`src/rtl/mips_mon_pkg.sv`:
```
// Shared definitions for the MIPS store-result monitor: state encoding and
// the default pass/ignore store addresses used by both the FPGA top and benches.
package mips_mon_pkg;

  typedef enum logic [1:0] {
    ST_RUN     = 2'd0,
    ST_PASS    = 2'd1,
    ST_FAIL    = 2'd2,
    ST_TIMEOUT = 2'd3
  } mon_state_t;

  localparam logic [31:0] DEF_PASS_ADDR      = 32'd84;
  localparam logic [31:0] DEF_PASS_DATA      = 32'd7;
  localparam logic [31:0] DEF_IGNORE_ADDR    = 32'd80;
  localparam int          DEF_TIMEOUT_CYCLES = 1000;
  localparam int          DEF_CNT_W          = 16;

  // A store verdict outranks the timeout check taken on the same edge.
  function automatic mon_state_t next_run_state(input logic i_memwrite,
                                                input logic i_pass_hit,
                                                input logic i_ignore_hit,
                                                input logic i_at_limit);
    mon_state_t v_state;
    if (i_memwrite && i_pass_hit) begin
      v_state = ST_PASS;
    end else if (i_memwrite && !i_ignore_hit) begin
      v_state = ST_FAIL;
    end else if (i_at_limit) begin
      v_state = ST_TIMEOUT;
    end else begin
      v_state = ST_RUN;
    end
    return v_state;
  endfunction

endpackage

```
`src/rtl/sat_counter.sv`:
```
// Up-counter that sticks at all-ones; async reset, synchronous clear, enable.
module sat_counter #(
  parameter int W = 16
) (
  input  logic         clk,
  input  logic         rst,
  input  logic         i_en,
  input  logic         i_clr,
  output logic [W-1:0] o_count
);

  logic [W-1:0] r_count;

  always_ff @(posedge clk or posedge rst) begin
    if (rst) begin
      r_count <= '0;
    end else if (i_clr) begin
      r_count <= '0;
    end else if (i_en && (r_count != '1)) begin
      r_count <= r_count + W'(1);
    end
  end

  assign o_count = r_count;

endmodule

```
`src/rtl/store_result_monitor.sv`:
```
// Watches the MIPS data-memory write bus and reaches a sticky pass/fail/timeout
// verdict, latching the first illegal store and requesting a core halt.
module store_result_monitor
  import mips_mon_pkg::*;
#(
  parameter logic [31:0] PASS_ADDR      = DEF_PASS_ADDR,
  parameter logic [31:0] PASS_DATA      = DEF_PASS_DATA,
  parameter logic [31:0] IGNORE_ADDR    = DEF_IGNORE_ADDR,
  parameter int          TIMEOUT_CYCLES = DEF_TIMEOUT_CYCLES,
  parameter int          CNT_W          = DEF_CNT_W
) (
  input  logic             clk,
  input  logic             reset,
  input  logic             memwrite,
  input  logic [31:0]      dataadr,
  input  logic [31:0]      writedata,
  output logic             done,
  output logic             pass,
  output logic             fail,
  output logic             timeout,
  output logic             halt,
  output logic [CNT_W-1:0] store_count,
  output logic [31:0]      fail_addr,
  output logic [31:0]      fail_data
);

  mon_state_t       r_state;
  mon_state_t       w_next_state;
  logic [31:0]      r_fail_addr;
  logic [31:0]      r_fail_data;
  logic [CNT_W-1:0] w_cycle_cnt;
  logic [CNT_W-1:0] w_store_cnt;
  logic             w_run;
  logic             w_pass_hit;
  logic             w_ignore_hit;
  logic             w_at_limit;

  assign w_run        = (r_state == ST_RUN);
  assign w_pass_hit   = (dataadr == PASS_ADDR) && (writedata == PASS_DATA);
  assign w_ignore_hit = (dataadr == IGNORE_ADDR);
  // Compare at 32 bits so a narrow counter cannot alias onto the limit.
  assign w_at_limit   = (32'(w_cycle_cnt) == 32'(TIMEOUT_CYCLES - 1));
  assign w_next_state = next_run_state(memwrite, w_pass_hit, w_ignore_hit, w_at_limit);

  sat_counter #(.W(CNT_W)) u_cycle_cnt (
    .clk     (clk),
    .rst     (reset),
    .i_en    (w_run),
    .i_clr   (1'b0),
    .o_count (w_cycle_cnt)
  );

  sat_counter #(.W(CNT_W)) u_store_cnt (
    .clk     (clk),
    .rst     (reset),
    .i_en    (w_run && memwrite),
    .i_clr   (1'b0),
    .o_count (w_store_cnt)
  );

  always_ff @(posedge clk or posedge reset) begin
    if (reset) begin
      r_state     <= ST_RUN;
      r_fail_addr <= 32'd0;
      r_fail_data <= 32'd0;
    end else if (w_run) begin
      r_state <= w_next_state;
      if (w_next_state == ST_FAIL) begin
        r_fail_addr <= dataadr;
        r_fail_data <= writedata;
      end
    end
  end

  assign done        = !w_run;
  assign halt        = !w_run;
  assign pass        = (r_state == ST_PASS);
  assign fail        = (r_state == ST_FAIL);
  assign timeout     = (r_state == ST_TIMEOUT);
  assign store_count = w_store_cnt;
  assign fail_addr   = r_fail_addr;
  assign fail_data   = r_fail_data;

endmodule

```
`config.mk`:
```
export PLATFORM = sky130hd
export DESIGN_NAME = store_result_monitor
export DESIGN_NICKNAME = d
export VERILOG_FILES = /design/src/rtl/mips_mon_pkg.sv /design/src/rtl/sat_counter.sv /design/src/rtl/store_result_monitor.sv
export SDC_FILE = /design/constraint.sdc
export NUM_CORES = 1
export LEC_CHECK = 0
export BUFFER_PORTS_ARGS = -buffer_cell sky130_fd_sc_hd__buf_4
export CORE_MARGIN = 5
export CORE_UTILIZATION = 40
export CTS_CLUSTER_SIZE = 14
export DETAILED_ROUTE_END_ITERATION = 10
export PLACE_DENSITY = 0.69
export SYNTH_ARGS = -nofsm -noshare
export SYNTH_HDL_FRONTEND = slang
export SYNTH_SLANG_ARGS = --single-unit
```
`constraint.sdc`:
```
create_clock -name clk -period 3.1 [get_ports clk]
set_input_delay 0 -clock clk [delete_from_list [all_inputs] [get_ports clk]]
set_output_delay 0 -clock clk [all_outputs]
set_load 0.1 [all_outputs]
```
; ---- Yosys cells after proc, flatten, opt, wreduce, memory -nomap -nowiden
; Cells that the tools add are included.
[totals]
regBits = 98
input_bits = 67
out_inout_bits = 85
word_cells = 30
[op_classes]
addsub = 2
n_reduce_logical = 10
n_mux = 3
eq_ne = 10
[op_table]
columns = operator, n
row1 = $eq A32 B7 Y1 const B, 2
row2 = $add A16 B1 Y16 const B, 2
row3 = $eq A32 B3 Y1 const B, 1
row4 = $ne A16 B16 Y1 const B, 2
row5 = $eq A16 B10 Y1 const B, 1
row6 = $eq A2 B2 Y1 const B, 3
row7 = $logic_and A1 B1 Y1, 6
row8 = $mux W2, 3
row9 = $eq A2 B1 Y1 const B, 1
row10 = $logic_not A1 Y1, 2
row11 = $logic_not A2 Y1, 1
row12 = $reduce_and A2 Y1, 1

; ---- Logic depth before layout (Yosys ltp)
; Gate-level depths: netlist (run 1).
[logic_depth]
depth_word = 7
depth_mapped = 6

; ---- Cells and area by module
; A second synthesis (run 1) with hierarchy kept.
[unflattened]
hier_cells = 389
area_unflattened_um2 = 4916.0
[by_module_without_submodules]
columns = mod, instances, area_per_inst_um2, seq_area_each_um2, cells_each
row1 = store_result_monitor, 1, 3051.7, 1651.6, 187
row2 = sat_counter, 2, 932.1, 400.4, 101

; ---- Worst setup path after synthesis (run 1)
; No wires, ideal clock.
[synth_path]
kind = register to register
startpoint = reg u_store_cnt.r_count[0], in the netlist u_store_cnt.o_count[0]
endpoint = reg u_store_cnt.r_count[1], in the netlist u_store_cnt.o_count[1]
t_arrival_ns = 2.278
stages_incl_launch_ff = 6
setup_ns = 0.126
slack_ns = 0.697
cell_sequence = dfrtp_1 -> ha_1 -> and2_0 -> and3_1 -> a21oi_1 -> mux2_2
[synth_via]
elab_chain_len = 2
word_cells_on_any_way = 3
[synth_rtl]
columns = item, line
row1 = from (decl), sat_counter.sv:12  ; logic [W-1:0] r_count;
row2 = from (signal assigned), sat_counter.sv:20  ; r_count <= r_count + W'(1);
row3 = "parallel branches: the longest is 2 deep, another holds $add A16 B1 Y16", -
; Several ways; the timed one is not identified.
; A chain may end at the register's enable or synchronous reset.

; ---- Worst setup path in the final report (run 1)
[layout_path]
startpoint = in dataadr[23]
endpoint = reg r_fail_data[19], in the netlist fail_data[19]
[layout_via]
elab_chain_len = 7
word_cells_on_any_way = 10
[layout_rtl]
columns = item, line
row1 = from (decl), store_result_monitor.sv:15  ; input logic [31:0] dataadr,
row2 = $eq A32 B7 Y1, store_result_monitor.sv:40  ; assign w_ignore_hit = (dataadr == IGNORE_ADDR);
row3 = $logic_not A1 Y1, mips_mon_pkg.sv:26  ; end else if (i_memwrite && !i_ignore_hit) begin
row4 = $logic_and A1 B1 Y1, mips_mon_pkg.sv:26
row5 = $mux W2, mips_mon_pkg.sv:26
row6 = $mux W2 (*), mips_mon_pkg.sv:24  ; if (i_memwrite && i_pass_hit) begin
row7 = $eq A2 B2 Y1 (*), store_result_monitor.sv:68  ; if (w_next_state == ST_FAIL) begin
row8 = $reduce_and A2 Y1 (no source line) (*), -
row9 = to (signal assigned), store_result_monitor.sv:70  ; r_fail_data <= writedata;
row10 = to (decl), store_result_monitor.sv:30  ; logic [31:0] r_fail_data;
; Every way passes the cells marked *; elsewhere a longest branch is shown, timed or not.

==> results of run 1 <==
-- cell usage in the layout (no fill, tap or decap), types with 2 or more instances in the layout --
cell / n
and3_1: 10
xor2_1: 12
nand3_1: 16
dlygate4sd3_1: 65
nor4_1: 12
clkbuf_1: 2
inv_1: 3
and4_1: 6
ha_1: 2
xnor2_1: 17
nor2b_1: 3
dfrtp_1: 98
and2_1: 2
nor2_1: 12
a21oi_1: 5
mux2_4: 60
clkbuf_8: 10
nor3_1: 4
nand4_1: 7
buf_4: 154
mux2_2: 5
nand2_1: 10
o21ai_0: 3
-- timing repair --
item / in CTS / in global routing
hold endpoints to repair: 144 / 0
hold buffers: 65 / 0
resized for setup: 0 / 0
-- final cells by class --
class,count,area (um2),area share
clock buffers,12,145,0.0221
flip-flops and latches,98,2450,0.374
clock inverters,4,51.3,0.00781
inverters,4,17.5,0.00267
multi-input cells,203,1900,0.289
well taps,140,175,0.0267
repair buffers,220,1830,0.278
-- registers in the layout (all words and copies together) (netlist names) --
signal	flops
fail_data	32
u_cycle_cnt.o_count	16
u_store_cnt.o_count	16
r_state	2
fail_addr	32
-- tightest hold or removal path: cells and delay by family --
family | cells | cell delay (ns)
simple gates | 2 | 0.13
compound gates | 1 | 0.12
buf+inv | 1 | 0.11
-- how the worst max path moves through the flow --
stage                     slack, ns                               start                            endpoint  cells past startpoint
final                          1.01                         dataadr[23]           fail_data[19]$_DFFE_PP0P_                      8
after floorplan                0.54                               reset            fail_addr[0]$_DFFE_PP0P_                      1
after detailed placement       1.06  u_cycle_cnt.o_count[0]$_DFFE_PP0P_  u_cycle_cnt.o_count[9]$_DFFE_PP0P_                      6
after global placement         1.11  u_cycle_cnt.o_count[0]$_DFFE_PP0P_  u_cycle_cnt.o_count[1]$_DFFE_PP0P_                      5
after global routing           0.87  u_cycle_cnt.o_count[0]$_DFFE_PP0P_  u_cycle_cnt.o_count[9]$_DFFE_PP0P_                      6
after CTS                      1.02                       writedata[28]           fail_data[19]$_DFFE_PP0P_                      8
-- per-layer routing --
| layer | up-vias | track usage | wire, um |
|---|---|---|---|
| met3 | 23 | 0.0474 | 819 |
| met2 | 104 | 0.299 | 5670 |
| met1 | 1648 | 0.220 | 4890 |
| met4 | 0 | 0.0649 | 330 |
| met5 | - | 0 | 0 |
| li1 | 1579 | - | - |
-- through the flow --
stage | hold slack (ns) | cell area [um2] | util | total power [W] | std cells
after detailed placement | 0.244 | 5720 | 0.527 | 0.00236 | 600
after CTS | 0.0219 | 6570 | 0.606 | 0.00326 | 681
after global routing | 0.0334 | 6570 | 0.606 | 0.00335 | 681
after floorplan | 0.144 | 4440 | - | 0.00211 | 312
after global placement | 0.243 | 5720 | 0.527 | 0.00235 | 600
final | 0.0381 | 6570 | 0.606 | 0.00323 | 681
-- where the power goes --
group | leakage [nW] | switching (W) | total, W | internal, W
clock network | 0.0966 | 0.000433 | 0.000830 | 0.000397
logic | 1.82 | 0.000694 | 0.000995 | 0.000301
registers | 1.30 | 0.0000539 | 0.00141 | 0.00136
-- cells by family after synthesis --
group,Yosys count,synth area share
flops,98,0.552
simple gates,91,0.121
mux,65,0.216
xor+xnor,29,0.0572
compound gates,16,0.0276
buf+inv,11,0.0203
fa+ha+maj,2,0.00564
==> results.toml, run 1 <==
[outcome]
status = "completed"

[synthesis]
synth_area_leaders = "dfrtp_1 (55%), mux2_4 (20%), xnor2_1 (3.4%)"
yosys_warnings = 0
syn_inst = 312
synth_seq_cells = 98
async_flop_share = 1.00
avgSynthCellArea_um2 = 14.2
ys.flop_type = "dfrtp_1"
synth_edf_count = 0
ys_seq_area_frac = 0.552
syn_nets = 381
synth_common_cells = "dfrtp_1 (98), mux2_4 (60), xnor2_1 (17)"
yosysMostFrequentCell = "dfrtp_1"
synth_cell_types = 38
syn-cell-area_mm2 = 0.00444
yosysTopAreaCellShare = 0.552
yosysTopAreaCell = "dfrtp_1"

[pwr]
vdd_drop_max_mv = 0.299
p_leak_nw = 3.22
p_per_area_mw_per_mm2 = 493

[timing]
fin_ws_ns = 1.01
slew_headroom = 0.346
finClkSkew_ns = 0.0117
fin_crit_sh = 0.673
fmax_ghz = 0.479
finalSetupViolCount = 0
drv_slew = 0
rsz0062_at_grt = "false"
fin_tns_setup_ns = 0
hold_viol = 0
layout_min_cycle_time_ns = 2.09
worstMarginPinSlew_ns = 0.980

[worst_setup_path]
max_stage_delay_ns = 0.54
r2r-end = "u_cycle_cnt.o_count[9]$_DFFE_PP0P_"
worstPathRequired_ns = 3.34
crit_fanout = 20
cp_num_buf_inv = 3
reg2regPathDepth = 6
criticalPathCategory = "input pin to register"
r2r_setup_slack_ns = 1.03
cp.arrival_ns = 2.33
crit_top_cell = "buf_4"
crit_family = "buffers and inverters"
end_kind = "register"
crit_slowest_cell = "dlygate4sd3_1"
path_cells = "dlygate4sd3_1 > buf_4 > nor4_1 > nand4_1 > nor2_1 > a21oi_4 > buf_4 > mux2_4"
startpoint_type = "input pin"
reg2reg_from = "u_cycle_cnt.o_count[0]$_DFFE_PP0P_"

[cells_and_area]
syn_to_final_growth_pct = 47.9
drive_gt1_frac = 0.445
diodes = 0
fillers = 831
final_nets = 605

[place]
dp_hpwl_um = 7970
pre_cts_slack_ns = 1.06
io_buffers = 151
gp_congestion = 0.767

[die]
core_area_mm2 = 0.0108
die_x_um = 115
die_h_um = 115
num_io_pins = 152
fp-row-count = 38
initial_core_util = 0.410
die-area_mm2 = 0.0133

[cts]
postCtsSetupRepairBufs = 0
cts_buffers = 9
clk_path_buf_depth = 2
clk_pin_slew_worst_paths_ns = 0.09
clock_latency_ns = 0.35
clock_sinks = 98
cts_root_buf = "clkbuf_8"
htreeDepth = 3
cts_tree = "done"

[grt]
grt_max_degree = 83
antenna_found_initial = 0
overflow = 0
globalRouteTotalUtil = 0.178
grt_pass1_vias = 3598
grt_pass1_wl_um = 18500

[min_path]
min_path_type = "input pin to register"
min_from = "memwrite"
hold-path-cell-count = 4
holdPathEnd = "r_state[1]$_DFFE_PP0P_"

[drt]
viasPerCell = 4.93
ant_nets = 0
post-route-drc-count = 0
dr.pass1.iters = 4
detail_route.wl_per_cell_um = 17.2
drt_iter0_markers = 131
routed_wl_um = 11700
vias = 3354

[run]
drv_cap = 0
(Power assumes the default switching activity.)
==> inputs of run 2 (changes only) <==
- ABC_AREA: default -> 1
- PLACE_DENSITY: 0.69 -> 0.7
- clock period: 3.1 -> 1.8 ns (I/O delays scaled with it)
==> run 2 against run 1 <==
Against the previous run: design area rose by 12%; via count rose by 52%; sequential cell count did not move; wire length rose by 34%; clock skew fell by 0.0061 ns; setup slack got worse by 0.84 ns; highest routed layer unchanged; sequential share of layout area fell by 3.8 points; critical path type is now register to register; area after synthesis rose by 15%; count of clock-buffer cells in the layout rose by 2.
==> results.toml, run 2 <==
[outcome]
status = "completed"

[worst_setup_path]
criticalPathCategory = "register to register"
crit_fanout = 15
cp-startpoint = "u_cycle_cnt.o_count[0]$_DFFE_PP0P_"
worstPathRequired_ns = 2.03
r2r-end = "u_cycle_cnt.o_count[2]$_DFFE_PP0P_"
startpoint_type = "register"
r2r_setup_slack_ns = 0.17
cp.arrival_ns = 1.85
reg2regPathDepth = 9
reg2reg_from = "u_cycle_cnt.o_count[0]$_DFFE_PP0P_"
endpoint = "u_cycle_cnt.o_count[2]$_DFFE_PP0P_"
end_kind = "register"

[pwr]
power_frac_clock = 0.437
combPwrFrac = 0.084
p_leak_nw = 3.77
switchingPower_w = 0.000993
p_per_area_mw_per_mm2 = 624
seqPwrFrac = 0.479
p_int_w = 0.00361
swShare = 0.216
vdd_drop_max_mv = 0.383

[timing]
hold_viol = 0
fmax_ghz = 0.615
slew_headroom = 0.653
layout_min_cycle_time_ns = 1.63
fin_tns_setup_ns = 0
finClkSkew_ns = 0.00556
fin_crit_sh = 0.903
whs_ns = 0.00414
rsz0062_at_grt = "false"
finalSetupViolCount = 0
drv_slew = 0
worstMarginPinSlew_ns = 0.521

[drt]
detail_route.wl_per_cell_um = 15.3
routed_wl_um = 15700
ant_nets = 0
post-route-drc-count = 0
viasPerCell = 4.98
drt_iter0_markers = 374
dr.pass1.iters = 5
vias = 5091

[synthesis]
synth_area_leaders = "dfrtp_1 (48%), nand2_1 (17%), nand4_1 (8.7%)"
synth_common_cells = "nand2_1 (230), dfrtp_1 (98), nor2_1 (78)"
synth_cell_types = 29
avgSynthCellArea_um2 = 8.02
syn_inst = 635
yosys_warnings = 0
synth_edf_count = 0
syn-cell-area_mm2 = 0.00509
syn_nets = 704
yosysMostFrequentCell = "nand2_1"
yosysTopAreaCell = "dfrtp_1"
yosysTopAreaCellShare = 0.482
ys.flop_type = "dfrtp_1"
synth_seq_cells = 98
ys_seq_area_frac = 0.482
async_flop_share = 1.00

[die]
initial_core_util = 0.405
fp-row-count = 41
num_io_pins = 152
die_x_um = 123
core_area_mm2 = 0.0126
die-area_mm2 = 0.0151
die_h_um = 123

[cts]
cts_root_buf = "clkbuf_16"
htreeDepth = 3
cts_tree = "done"
clock_latency_ns = 0.34
clk_path_buf_depth = 2
clock_sinks = 98
clk_pin_slew_worst_paths_ns = 0.06
cts_buffers = 9

[cells_and_area]
final_nets = 915
final_util = 0.586
diodes = 0
drive_gt1_frac = 0.259
final_cell_mix = "nand2_1 (229), buf_4 (161), dfrtp_1 (82)"
final_cells = 1023
syn_to_final_growth_pct = 44.7
layout_commonest_cell = "nand2_1"

[grt]
grt_pass1_wl_um = 24200
globalRouteTotalUtil = 0.203
antenna_found_initial = 0
grt_pass1_vias = 4871
grt_max_degree = 99
overflow = 0

[min_path]
min_path_type = "input pin to register"

[run]
drv_cap = 0

[place]
dp_hpwl_um = 10100
place_inst = 937
gp_congestion = 0.895
io_buffers = 151
run 2: cell types whose count changed in the layout (fill, tap and decap cells not counted), moves of 10 or more:
cell | before | now
mux2_4 | 60 | 0
nand2_1 | 10 | 229
dfrtp_1 | 98 | 82
nand4_1 | 7 | 71
dfrtp_2 | 0 | 16
clkbuf_16 | 0 | 10
inv_1 | 3 | 35
and3_1 | 10 | 0
nor4_1 | 12 | 0
nor2_1 | 12 | 77
run 2: metal layers:
layer / track usage / share of wire
met1: 0.259 / 0.43
met2: 0.340 / 0.49
met3: 0.0382 / 0.063
met4: 0.0770 / 0.020
met5: 0 / 0
run 2: through the flow:
stage | power, W | area (um2) | setup WS, ns
floorplan | 0.00234 | 5140 | 0.00524
global placement | 0.00250 | 6320 | 0.199
detailed placement | 0.00250 | 6320 | 0.135
CTS | 0.00462 | 7280 | 0.0101
global route | 0.00476 | 7360 | 0.00792
finish | 0.00460 | 7360 | 0.175
run 2: kinds of logic after synthesis:
logic type      Yosys count  share of synthesized area
simple gates            420                      0.366
flops                    98                      0.482
buf+inv                  72                     0.0836
xor+xnor                 27                     0.0464
compound gates           16                     0.0170
fa+ha+maj                 2                    0.00491
run 2: final cells by class:
cell class / instances / area, um2
Clock inverter: 2 / 35.0
Fill cell: 1114 / 5200
Timing Repair Buffer: 231 / 1960
Sequential cell: 98 / 2470
Tap cell: 172 / 215
Multi-Input combinational cell: 465 / 2250
Clock buffer: 14 / 274
Inverter: 41 / 158
run 2: worst min-delay path by stage:
stage	from	endpoint	slack, ns	cells past startpoint
final	memwrite	r_state[0]$_DFFE_PP0P_	0.004	5
after global routing	memwrite	r_state[0]$_DFFE_PP0P_	0.02	5
after CTS	memwrite	r_state[0]$_DFFE_PP0P_	0.0005	5
after detailed placement	reset	fail_data[12]$_DFFE_PP0P_	0.20	3
after global placement	reset	fail_data[14]$_DFFE_PP0P_	0.20	3
after floorplan	dataadr[0]	fail_addr[0]$_DFFE_PP0P_	0.16	2
run 2: power by group through the flow:
stage | logic, W | clock network, W | registers [W]
detailed placement | 0.000260 | 0 | 0.00224
CTS | 0.000374 | 0.00204 | 0.00220
finish | 0.000387 | 0.00201 | 0.00220
floorplan | 0.0000975 | 0 | 0.00224
global route | 0.000419 | 0.00214 | 0.00220
global placement | 0.000256 | 0 | 0.00224
run 2: worst max-delay path: stages (launching register included):
cell	delay [ns]
dfrtp_1	0.39
ha_2	0.22
nand2_1	0.07
nor2_2	0.13
nand3_2	0.12
nor2_4	0.13
nand2_2	0.10
nand2_8	0.13
nor2_1	0.06
xor2_1	0.14
run 2: repair_timing:
item | CTS | global route
setup endpoints to repair | 0 | 71
hold buffers | 65 | 0
endpoints found under the hold margin | 162 | 0
buffers inserted | 0 | 4
gates resized for setup | 0 | 6
==> inputs of run 3 (changes only) <==
- PLACE_DENSITY: 0.7 -> 0.69
- SYNTH_HIERARCHICAL: default -> 1
==> run 3 against run 2 <==
Against the previous run: critical path depth is 3 higher; core utilization is 0.068 points higher; combinational power up 10%; wire length grew 9.2%; cell count up 12%; die area rose by 5.5%; global-route usage grew 1.5 points; critical path type is now input pin to register; largest power group unchanged; area after synthesis grew 6.0%; register-to-register slack worse by 0.03 ns.
==> results.toml, run 3 <==
[worst_setup_path]
max_stage_delay_ns = 0.57
reg2reg_from = "u_store_cnt/o_count[0]$_DFFE_PP0P_"
path_cells = "dlygate4sd3_1 > buf_4 > nor2_1 > nand2_1 > nor2_1 > nand2_1 > nor2_1 > nand3_2 > nand3_2 > buf_12 > nand2_1 > nand2_1"
cp.arrival_ns = 1.95
crit_slowest_cell = "dlygate4sd3_1"
worstPathRequired_ns = 2.08
path_depth = 12
end_kind = "register"
cp_num_buf_inv = 3
crit_family = "simple AND/OR/NAND/NOR gates"
crit_fanout = 37
crit_top_cell = "nand2_1"
criticalPathCategory = "input pin to register"
reg2regPathDepth = 9
r2r-end = "u_store_cnt/o_count[15]$_DFFE_PP0P_"
startpoint_type = "input pin"
r2r_setup_slack_ns = 0.14

[synthesis]
syn-cell-area_mm2 = 0.00540
synth_cell_types = 29
syn_inst = 739
yosysMostFrequentCell = "nand2_1"
ys_seq_area_frac = 0.454
yosysTopAreaCellShare = 0.454
yosysTopAreaCell = "dfrtp_1"
synth_common_cells = "nand2_1 (293), dfrtp_1 (98), nor2_1 (98)"
synth_area_leaders = "dfrtp_1 (45%), nand2_1 (20%), nand4_1 (10%)"
ys.flop_type = "dfrtp_1"
yosys_warnings = 6
synth_edf_count = 0
avgSynthCellArea_um2 = 7.31
synth_seq_cells = 98
async_flop_share = 1.00

[timing]
worstMarginPinSlew_ns = 0.644
fmax_ghz = 0.600
fin_ws_ns = 0.133
slew_headroom = 0.570
fin_crit_sh = 0.926
hold_viol = 0
layout_min_cycle_time_ns = 1.67
finalSetupViolCount = 0
drv_slew = 0
finClkSkew_ns = 0.00839

[place]
place_inst = 1057
io_buffers = 151
dpl_cell_area_mm2 = 0.00682
pre_cts_slack_ns = 0.163
dp_hpwl_um = 11800
gp_congestion = 0.861

[pwr]
p_leak_nw = 4.07
p_total_w = 0.00442
power_frac_clock = 0.406
p_int_w = 0.00339
switchingPower_w = 0.00103
swShare = 0.232
combPwrFrac = 0.096
seqPwrFrac = 0.498
vdd_drop_max_mv = 0.520
p_per_area_mw_per_mm2 = 569

[cts]
clk_path_buf_depth = 2
clock_latency_ns = 0.34
cts_buffers = 9
cts_root_buf = "clkbuf_16"
cts_tree = "done"
clk_pin_slew_worst_paths_ns = 0.07
clock_sinks = 98
htreeDepth = 3

[drt]
drt_iter0_markers = 520
vias = 5751
detail_route.wl_per_cell_um = 15.0
routed_wl_um = 17100
viasPerCell = 5.04
dr.pass1.iters = 5
ant_nets = 0
post-route-drc-count = 0

[min_path]
hold-path-cell-count = 5
min_from = "memwrite"
min_path_type = "input pin to register"
holdPathEnd = "r_state[0]$_DFFE_PP0P_"

[cells_and_area]
final_cell_mix = "nand2_1 (293), buf_4 (168), nor2_1 (94)"
final_nets = 1029
drive_gt1_frac = 0.236
fillers = 1192
diodes = 0
final_area_mm2 = 0.00777
final_cells = 1141
final_util = 0.587
layout_commonest_cell = "nand2_1"
syn_to_final_growth_pct = 43.9

[grt]
antenna_found_initial = 0
grt_pass1_wl_um = 28300
grt_pass1_vias = 5593
overflow = 0
grt_max_degree = 63
globalRouteTotalUtil = 0.217

[die]
initial_core_util = 0.408
core_area_mm2 = 0.0132
die_x_um = 126
fp-row-count = 42
die_h_um = 126
num_io_pins = 152
die-area_mm2 = 0.0159

[outcome]
status = "completed"

[run]
drv_cap = 0
-- run 3: logic make-up (layout without fill, tap and decap cells) --
family,count (synthesis),count (layout),synth area share
fa+ha+maj,2,2,0.00463
xor+xnor,7,7,0.0114
buf+inv,83,301,0.0735
simple gates,540,540,0.448
flops,98,98,0.454
compound gates,8,8,0.00765
other cells,1,9,0.000695
-- run 3: metal layers --
metal  global-route usage  vias to the layer above  wire length (um)
li1                     -                     2838                 -
met1                0.283                     2658              7300
met2                0.347                      205              8080
met3               0.0360                       50               971
met4                0.114                        0               770
met5                    0                        -                 0
-- run 3: power by group through the flow --
stage | Combinational, W | Sequential, W | Clock, W
2_1_floorplan | 0.000119 | 0.00224 | 0
3_3_place_gp | 0.000297 | 0.00224 | 0
3_5_place_dp | 0.000299 | 0.00224 | 0
4_1_cts | 0.000418 | 0.00220 | 0.00185
5_1_grt | 0.000465 | 0.00220 | 0.00194
6_report | 0.000426 | 0.00220 | 0.00180
-- run 3: timing repair --
item / in CTS / in global routing
buffers inserted: 0 / 3
gates resized for setup: 0 / 1
hold endpoints to repair: 115 / 0
hold buffers: 65 / 0
endpoints found under the setup margin: 0 / 64
-- run 3: cell type report --
type	instances	area, um2	share of cell area
sequential	98	2460	0.317
inverter	48	184	0.0237
timing repair buffer	237	1990	0.256
clock buffer	12	246	0.0317
clock inverter	4	26.3	0.00338
multi-input combinational	566	2640	0.339
tap	176	220	0.0283
-- run 3: through the flow --
step | hold WS, ns | setup TNS (ns)
2_1_floorplan | -0.0869 | -2.49
3_3_place_gp | 0.0998 | 0
3_5_place_dp | 0.0948 | 0
4_1_cts | 0.0221 | 0
5_1_grt | 0.0582 | -0.00840
6_report | 0.0354 | 0
-- run 3: tightest hold or removal path, delay by kind of cell --
kind | cells | cell delay (ns)
and+or+nand+nor | 4 | 0.24
buffers and inverters | 1 | 0.10
-- run 3: worst max path at each step --
| stage | from | end | slack, ns |
|---|---|---|---|
| finish | dataadr[31] | fail_data[29]$_DFFE_PP0P_ | 0.13 |
| global route | dataadr[15] | fail_addr[6]$_DFFE_PP0P_ | -0.003 |
| CTS | writedata[20] | fail_addr[12]$_DFFE_PP0P_ | 0.1 |
| detailed placement | u_store_cnt/o_count[0]$_DFFE_PP0P_ | u_store_cnt/o_count[15]$_DFFE_PP0P_ | 0.16 |
| global placement | u_store_cnt/o_count[0]$_DFFE_PP0P_ | u_store_cnt/o_count[2]$_DFFE_PP0P_ | 0.20 |
| floorplan | r_state[0]$_DFFE_PP0P_ | u_store_cnt/o_count[14]$_DFFE_PP0P_ | -0.31 |
